[src/rtl/uart_tx_arbiter_pkg.sv]
// Shared constants for the UART transmit arbiter: FSM encodings, tag nibble and
// the 9600-baud 8E1 frame timing used alongside the UART.
package uart_tx_arbiter_pkg;

    localparam logic [2:0] StIdle   = 3'd0;
    localparam logic [2:0] StArb    = 3'd1;
    localparam logic [2:0] StLoad   = 3'd2;
    localparam logic [2:0] StTag    = 3'd3;
    localparam logic [2:0] StIssue  = 3'd4;
    localparam logic [2:0] StWaitLo = 3'd5;
    localparam logic [2:0] StWaitHi = 3'd6;

    localparam logic [3:0] TagHi = 4'hA;

    localparam int unsigned ClkHz      = 25_000_000;
    localparam int unsigned Baud       = 9600;
    localparam int unsigned ClksPerBit = ClkHz / Baud;
    // start + 8 data + even parity + stop
    localparam int unsigned FrameBits  = 11;
    localparam int unsigned FrameClks  = ClksPerBit * FrameBits;

    function automatic logic [7:0] tag_byte(input logic [2:0] k);
        return {TagHi, 1'b0, k};
    endfunction

endpackage

[src/rtl/uart_tx_arbiter_rr_arbiter.sv]
// Combinational round-robin picker: first set request at or after ptr_i, wrapping
// N-1 -> 0. The pointer register lives in the parent.
module uart_tx_arbiter_rr_arbiter #(
    parameter int unsigned N    = 4,
    parameter int unsigned IdxW = 2
) (
    input  logic [N-1:0]    req_i,
    input  logic [IdxW-1:0] ptr_i,
    output logic [N-1:0]    gnt_o,
    output logic [IdxW-1:0] idx_o,
    output logic            any_o
);

    logic [IdxW-1:0] cand;

    always_comb begin
        gnt_o = '0;
        idx_o = '0;
        any_o = 1'b0;
        cand  = '0;
        for (int unsigned i = 0; i < N; i++) begin
            cand = IdxW'((32'(ptr_i) + i) % N);
            if (!any_o && req_i[cand]) begin
                gnt_o[cand] = 1'b1;
                idx_o       = cand;
                any_o       = 1'b1;
            end
        end
    end

endmodule

[src/rtl/uart_tx_arbiter.sv]
// Round-robin arbiter sharing one UART transmitter among N byte-stream requesters,
// grant held per packet. Define UART_ARB_TAG_EN to prefix each grant with a tag byte.
module uart_tx_arbiter
    import uart_tx_arbiter_pkg::*;
#(
    parameter int unsigned N         = 4,
    parameter int unsigned MAX_BYTES = 16
) (
    input  logic           clk,
    input  logic           rstn,
    input  logic [N-1:0]   req_valid,
    input  logic [8*N-1:0] req_data,
    input  logic [N-1:0]   req_last,
    output logic [N-1:0]   req_ready,
    output logic [7:0]     t_data,
    output logic           t_valid,
    input  logic           t_ready,
    output logic [N-1:0]   grant,
    output logic           busy
);

    localparam int unsigned IdxW    = (N > 1) ? $clog2(N) : 1;
    localparam logic [7:0]  CntLast = 8'(MAX_BYTES - 1);

    logic [2:0]      state_q, state_d;
    logic [IdxW-1:0] ptr_q, ptr_d;
    logic [IdxW-1:0] idx_q, idx_d;
    logic [N-1:0]    grant_q, grant_d;
    logic [7:0]      cnt_q, cnt_d;
    logic [7:0]      t_data_q, t_data_d;
    logic            last_q, last_d;

    logic [N-1:0]    pick_gnt;
    logic [IdxW-1:0] pick_idx;
    logic            pick_any;
    logic            owner_valid;
    logic            owner_last;
    logic [7:0]      owner_data;

    uart_tx_arbiter_rr_arbiter #(
        .N    (N),
        .IdxW (IdxW)
    ) u_rr (
        .req_i (req_valid),
        .ptr_i (ptr_q),
        .gnt_o (pick_gnt),
        .idx_o (pick_idx),
        .any_o (pick_any)
    );

    assign owner_valid = req_valid[idx_q];
    assign owner_last  = req_last[idx_q];
    assign owner_data  = req_data[{idx_q, 3'b000} +: 8];

    always_comb begin
        state_d  = state_q;
        ptr_d    = ptr_q;
        idx_d    = idx_q;
        grant_d  = grant_q;
        cnt_d    = cnt_q;
        t_data_d = t_data_q;
        last_d   = last_q;
        case (state_q)
            StIdle: begin
                if (|req_valid) state_d = StArb;
            end
            StArb: begin
                // Requests can vanish between IDLE and ARB; fall back rather than grant nobody.
                if (pick_any) begin
                    grant_d = pick_gnt;
                    idx_d   = pick_idx;
`ifdef UART_ARB_TAG_EN
                    state_d = StTag;
`else
                    state_d = StLoad;
`endif
                end else begin
                    state_d = StIdle;
                end
            end
`ifdef UART_ARB_TAG_EN
            StTag: begin
                t_data_d = tag_byte(3'(idx_q));
                last_d   = 1'b0;
                state_d  = StIssue;
            end
`endif
            StLoad: begin
                if (owner_valid) begin
                    t_data_d = owner_data;
                    last_d   = owner_last | (cnt_q == CntLast);
                    cnt_d    = cnt_q + 8'd1;
                    state_d  = StIssue;
                end
            end
            StIssue: begin
                if (t_ready) state_d = StWaitLo;
            end
            StWaitLo: begin
                if (!t_ready) state_d = StWaitHi;
            end
            StWaitHi: begin
                if (t_ready) begin
                    if (last_q) begin
                        grant_d = '0;
                        cnt_d   = '0;
                        ptr_d   = (idx_q == IdxW'(N - 1)) ? '0 : idx_q + IdxW'(1);
                        state_d = StIdle;
                    end else begin
                        state_d = StLoad;
                    end
                end
            end
            default: state_d = StIdle;
        endcase
    end

    always_ff @(posedge clk or negedge rstn) begin
        if (!rstn) begin
            state_q  <= StIdle;
            ptr_q    <= '0;
            idx_q    <= '0;
            grant_q  <= '0;
            cnt_q    <= '0;
            t_data_q <= '0;
            last_q   <= 1'b0;
        end else begin
            state_q  <= state_d;
            ptr_q    <= ptr_d;
            idx_q    <= idx_d;
            grant_q  <= grant_d;
            cnt_q    <= cnt_d;
            t_data_q <= t_data_d;
            last_q   <= last_d;
        end
    end

    assign req_ready = (state_q == StLoad) ? (grant_q & req_valid) : '0;
    assign t_valid   = (state_q == StIssue) & t_ready;
    assign t_data    = t_data_q;
    assign grant     = grant_q;
    assign busy      = (|grant_q) | (state_q == StIssue) | (state_q == StWaitLo) |
                       (state_q == StWaitHi);

endmodule

[config.mk]
export PLATFORM = sky130hd
export DESIGN_NAME = uart_tx_arbiter
export DESIGN_NICKNAME = d
export VERILOG_FILES = /design/src/rtl/uart_tx_arbiter_pkg.sv /design/src/rtl/uart_tx_arbiter_rr_arbiter.sv /design/src/rtl/uart_tx_arbiter.sv
export SDC_FILE = /design/constraint.sdc
export NUM_CORES = 1
export LEC_CHECK = 0
export CAP_MARGIN = 20
export CORE_ASPECT_RATIO = 1.4
export CORE_UTILIZATION = 35
export CTS_CLUSTER_DIAMETER = 60
export CTS_CLUSTER_SIZE = 25
export DETAILED_ROUTE_END_ITERATION = 7
export PLACE_DENSITY = 0.65
export SETUP_SLACK_MARGIN = 0.02
export SYNTH_ARGS = -nofsm -noshare
export SYNTH_HDL_FRONTEND = slang
export SYNTH_SLANG_ARGS = --single-unit
[constraint.sdc]
create_clock -name clk -period 4.1 [get_ports clk]
set_input_delay 0.82 -clock clk [delete_from_list [all_inputs] [get_ports clk]]
set_output_delay 0.82 -clock clk [all_outputs]
set_load 0.02 [all_outputs]
==> After elaboration in Yosys (flattened, before gate mapping) <==
Cells that the tools add are included.
{ "classes": {"addsub": 5, "n_lt_le_gt_ge": 9, "eq_ne": 14, "shifts": 1, "mux": 50, "bitwise_logic": 9, "reduce_logical": 21} }
{ "ops": {"columns": ["cell", "n"], "rows": [
  ["$mux W4", 8],
  ["$shiftx A32 B6 Y8", 1],
  ["$mux W8", 3],
  ["$pmux W3 S6", 1],
  ["$pmux W8 S2", 1],
  ["$lt A2 B3 Y1 const B", 5],
  ["$mux W3", 5],
  ["$mux W1", 14],
  ["$mux W2", 7],
  ["$ne A2 B2 Y1 const B", 7],
  ["$bmux W1 S2", 6],
  ["$or A4 B4 Y4", 3],
  ["$eq A3 B3 Y1 const B", 3],
  ["$add A8 B1 Y8 const B", 1],
  ["$demux W1 S2", 4],
  ["$eq A8 B4 Y1 const B", 1],
  ["$ge A2 B1 Y1 const B", 4],
  ["$pmux W4 S2", 1],
  ["$reduce_and A4 Y1", 2],
  ["$reduce_or A4 Y1", 2],
  ["$logic_and A1 B1 Y1", 7],
  ["$reduce_and A5 Y1", 1],
  ["$add A2 B1 Y2 const B", 2],
  ["$add A2 B2 Y2 const B", 2],
  ["11 further kinds", 18]
]} }
{ "totals": {"ff_bits": 28, "inputBits": 43, "out_inout_bits": 18, "word_cells": 116} }

==> Depth between registers and ports, before layout <==
{ "depth": {"ltp_word": 14, "ltp_mapped": 9, "depth_no_buf": 7} }

==> By module <==
From an unflattened synthesis, not the netlist that was laid out.
{ "unflattened": {"cells_unflattened": 185, "area_unflattened_um2": 2052.0} }
{ "by_module_without_submodules": {"columns": ["module", "n_inst", "cells_per_inst", "area_per_inst_um2", "seq_area_each_um2"], "rows": [
  ["uart_tx_arbiter", 1, 140, 1630.3, 700.7],
  ["uart_tx_arbiter_rr_arbiter", 1, 45, 421.7, 0.0]
]} }

==> Least setup slack after synthesis <==
Ideal clock, no wire load.
{ "synth_path": {"kind": "register -> register", "from": "reg ptr_q[0]", "to": "reg grant_q[0], in the netlist grant[0]", "setup_time_ns": 0.126, "arrival_ns": 2.355, "required_time_ns": 3.974, "setup_slack_ns": 1.619, "stages_incl_launch_ff": 9, "n_path_buf": 2, "period_less_slack_ns": 2.481, "cell_sequence": "dfrtp_1 buf_2 inv_1 ha_1 buf_6 mux4_2 a22oi_1 a211oi_1 a221o_1"} }
{ "synth_via": {"elab_chain_len": 14, "word_cells_on_any_way": 52, "cone_classes": "3 x add/sub; 8 x order compare; 1 x eq/ne; 26 x mux; 3 x bitwise; 11 x reduce/logical"} }
{ "synth_rtl": {"columns": ["item", "line_no", "text"], "rows": [
  ["start, declared", "uart_tx_arbiter.sv:26", "logic [IdxW-1:0] ptr_q, ptr_d;"],
  ["start signal, assigned", "uart_tx_arbiter.sv:129", "ptr_q <= ptr_d;"],
  ["parallel branches: the longest is 14 deep, another holds $lt A2 B3 Y1", null, null],
  ["end signal, assigned", "uart_tx_arbiter.sv:131", "grant_q <= grant_d;"],
  ["end, declared", "uart_tx_arbiter.sv:28", "logic [N-1:0] grant_q, grant_d;"]
]} }
Several ways; the timed one is not identified. The select of a mux whose other input is x is not followed.
A chain may end at the register's enable or synchronous reset.

==> Worst setup path in the final report <==
{ "layout_path": {"from": "in req_valid[1]", "to": "out req_ready[1]"} }
{ "layout_via": {"elab_chain_len": 2} }
{ "layout_rtl": {"columns": ["item", "line_no", "text"], "rows": [
  ["start, declared", "uart_tx_arbiter.sv:11", "input logic [N-1:0] req_valid,"],
  ["$and A4 B4 Y4", "uart_tx_arbiter.sv:138", "assign req_ready = (state_q == StLoad) ? (grant_q & req_valid) : '0;"],
  ["$mux W4", "uart_tx_arbiter.sv:138", null],
  ["end, declared", "uart_tx_arbiter.sv:14", "output logic [N-1:0] req_ready,"]
]} }
Every way passes these cells.

==> flow_summary.toml <==
[synth]
synth_ff_type = "dfrtp_1"
syn_area_um2 = 2040
synth_area_per_cell_um2 = 10.8
synth_warnings = 0
synth-edff-count = 0
postSynthCellCount = 190
yosysSeqAreaShare_pct = 34.3
ys_ff_latch = 28
synth_cell_types = 50
syn_nets = 242
synthArstFlopShare_pct = 100

[flow_run]
maxCapViolCount = 0

[worst_hold_path]
hold_class = "reg2reg"
min-delay-start = "t_data[3]"

[floorplanning]
die_area_um2 = 6160
start_util_pct = 36.7
pin_count = 61
die_x_um = 66.6
die_h_um = 92.4
core_area_um2 = 5570
fp-row-count = 32

[sta]
fin_skew_ns = 0.00741
finalSetupViolations = 0
clock.fmax_ghz = 0.305
setup_slack_ns = 0.823
min_period_over_period_pct = 79.9
hold_violations = 0
fin_crit_ns = 3.28
rsz0062_at_grt = "false"
tightest_slew_ns = 0.694
slew_headroom_pct = 53.7
slew_viol_final = 0
tns_ns = 0

[power_and_ir_drop]
power.density_nw_per_um2 = 628
leakagePower_nw = 1.09
peakVddDrop_v = 0.000321
finalPower_mw = 1.71

[clock_network]
cts-root-buf = "clkbuf_8"
cts_resized = 0
cts_tree = "yes"
cts_max_level = 1
numCtsBuffers = 3
hold_buffers = 0
cts_buffer_depth = 2
cts.sinks = 28
postCtsSetupRepairBufs = 0
clock_latency_ns = 0.28
cts.clk_slew.worst_paths_ns = 0.10

[finish]
layout.cells.non_filler = 309
stdcell_area_um2 = 2730
fin_nets = 294
layout_common_cells = "clkdlybuf4s50_1 (60), dfrtp_1 (28), mux4_2 (13)"
final_common_cell = "clkdlybuf4s50_1"
n_antenna_cell = 0
area_growth_syn_to_layout_pct = 33.4
drive_gt1_share_pct = 14.9

[detailed_routing]
drt_first_pass_iters = 4
drcViolationCount = 0
avgViaCountPerCell = 5.46
wl_um = 5040
vias = 1688
drt.antenna.violating_nets = 0
post_drt_wl_per_cell_um = 16.3
drtIter0Drc = 101

[place]
postPlaceCellArea_um2 = 2660
port_buffers = 60
gp_congestion = 0.770
dp.cells = 305
dp_slack_ns = 0.835
place_hpwl_um = 3750

[global_routing]
grt_pass1_wl_um = 8360
grt_max_degree = 29
track_usage_pct = 17.5
grt_overflow = 0
grt_pass1_vias = 1665
grt_antenna_before_repair = 0

[status]
status = "complete, no violations"

[critical_path]
worstReg2RegStart = "ptr_q[0]"
worstPathMaxFanout = 14
endpoint_kind = "primary output"
critical_path_required_ns = 3.28
arrival_ns = 2.46
cp-startpoint = "req_valid[1]"
crit_path_start_kind = "primary input"
setup.worst_path.class = "in2out"
sequential cells by signal, summed over array words and instances (netlist names):
signal   flops
idx_q        2
ptr_q        2
state_q      3
grant        4
t_data       8
cnt_q        8
last_q       1
kinds of logic (layout without fill, tap and decap cells):
family / after synthesis / in the layout / synth area share (%)
compound gates: 43 / 43 / 14.6
fa+ha+maj: 9 / 9 / 5.51
mux: 26 / 26 / 22.0
flops: 28 / 28 / 34.3
xor+xnor: 4 / 4 / 1.71
simple gates: 62 / 62 / 17.1
buf+inv: 18 / 69 / 4.77
final timing paths:
path,end,slack (ns),cells past startpoint
setup reg to reg,grant[0],1.04,7
max in group asynchronous,cnt_q[3],2.92,2
setup / recovery,req_ready[1],0.82,3
hold / removal,t_data[3],0.52,1
min in group asynchronous,cnt_q[2],0.92,2
hold reg to reg,t_data[3],0.52,1
critical path, cell delays in order:
cell and delay (ns):
clkdlybuf4s50_1 0.77, and3_2 0.27, clkdlybuf4s50_1 0.60
per-stage QoR:
stage	util, %	hold WS (ns)
after floorplan	-	0.479
after global placement	47.7	0.487
after detailed placement	47.7	0.492
after CTS	49.0	0.516
after global routing	49.0	0.546
final	49.0	0.519
final cells by class:
cell class              count  area [µm²]
clock buffers               3        41.3
clock inverters             1        30.0
fillers                   532        2840
inverters                   4        15.0
multi-input cells         144        1250
flip-flops and latches     28         701
well taps                  68        85.1
repair buffers             61         608
per-layer routing:
| metal | global-route usage (%) | share of wire, % | vias up |
|---|---|---|---|
| met2 | 29.8 | 55 | 24 |
| met1 | 23.6 | 42 | 825 |
| li1 | - | - | 832 |
| met3 | 1.11 | 1.5 | 7 |
| met5 | 0 | 0 | - |
| met4 | 4.79 | 1.4 | 0 |
synthesized netlist by cell type (2+ instances only):
cell type  count  area, µm²
nor2_1        11       41.3
buf_6          2       22.5
buf_2          9       45.0
or3_1          4       25.0
nand2_1       11       41.3
ha_1           9        113
a32oi_1        2       17.5
dfrtp_1       28        701
and3_1         3       18.8
a21oi_1        6       30.0
nor3_1         3       15.0
mux4_2        13        293
nor2b_1        2       12.5
a221oi_1       2       17.5
or4_1          2       15.0
o211ai_1       2       15.0
inv_1          3       11.3
a21o_1         2       15.0
nand4_1        2       12.5
clkbuf_1       2       7.51
mux2_2        11        124
xnor2_1        3       26.3
o21ai_0       10       50.1
nand3_1       11       55.1
a22oi_1        5       37.5
o22ai_1        2       12.5
a211oi_1       4       30.0
a221o_1        4       40.0
report_power, final:
part	switching, mW	internal, mW
logic	0.424	0.503
clock network	0.0870	0.131
registers	0.184	0.383
No activity file was read; power rests on OpenSTA's default activity.
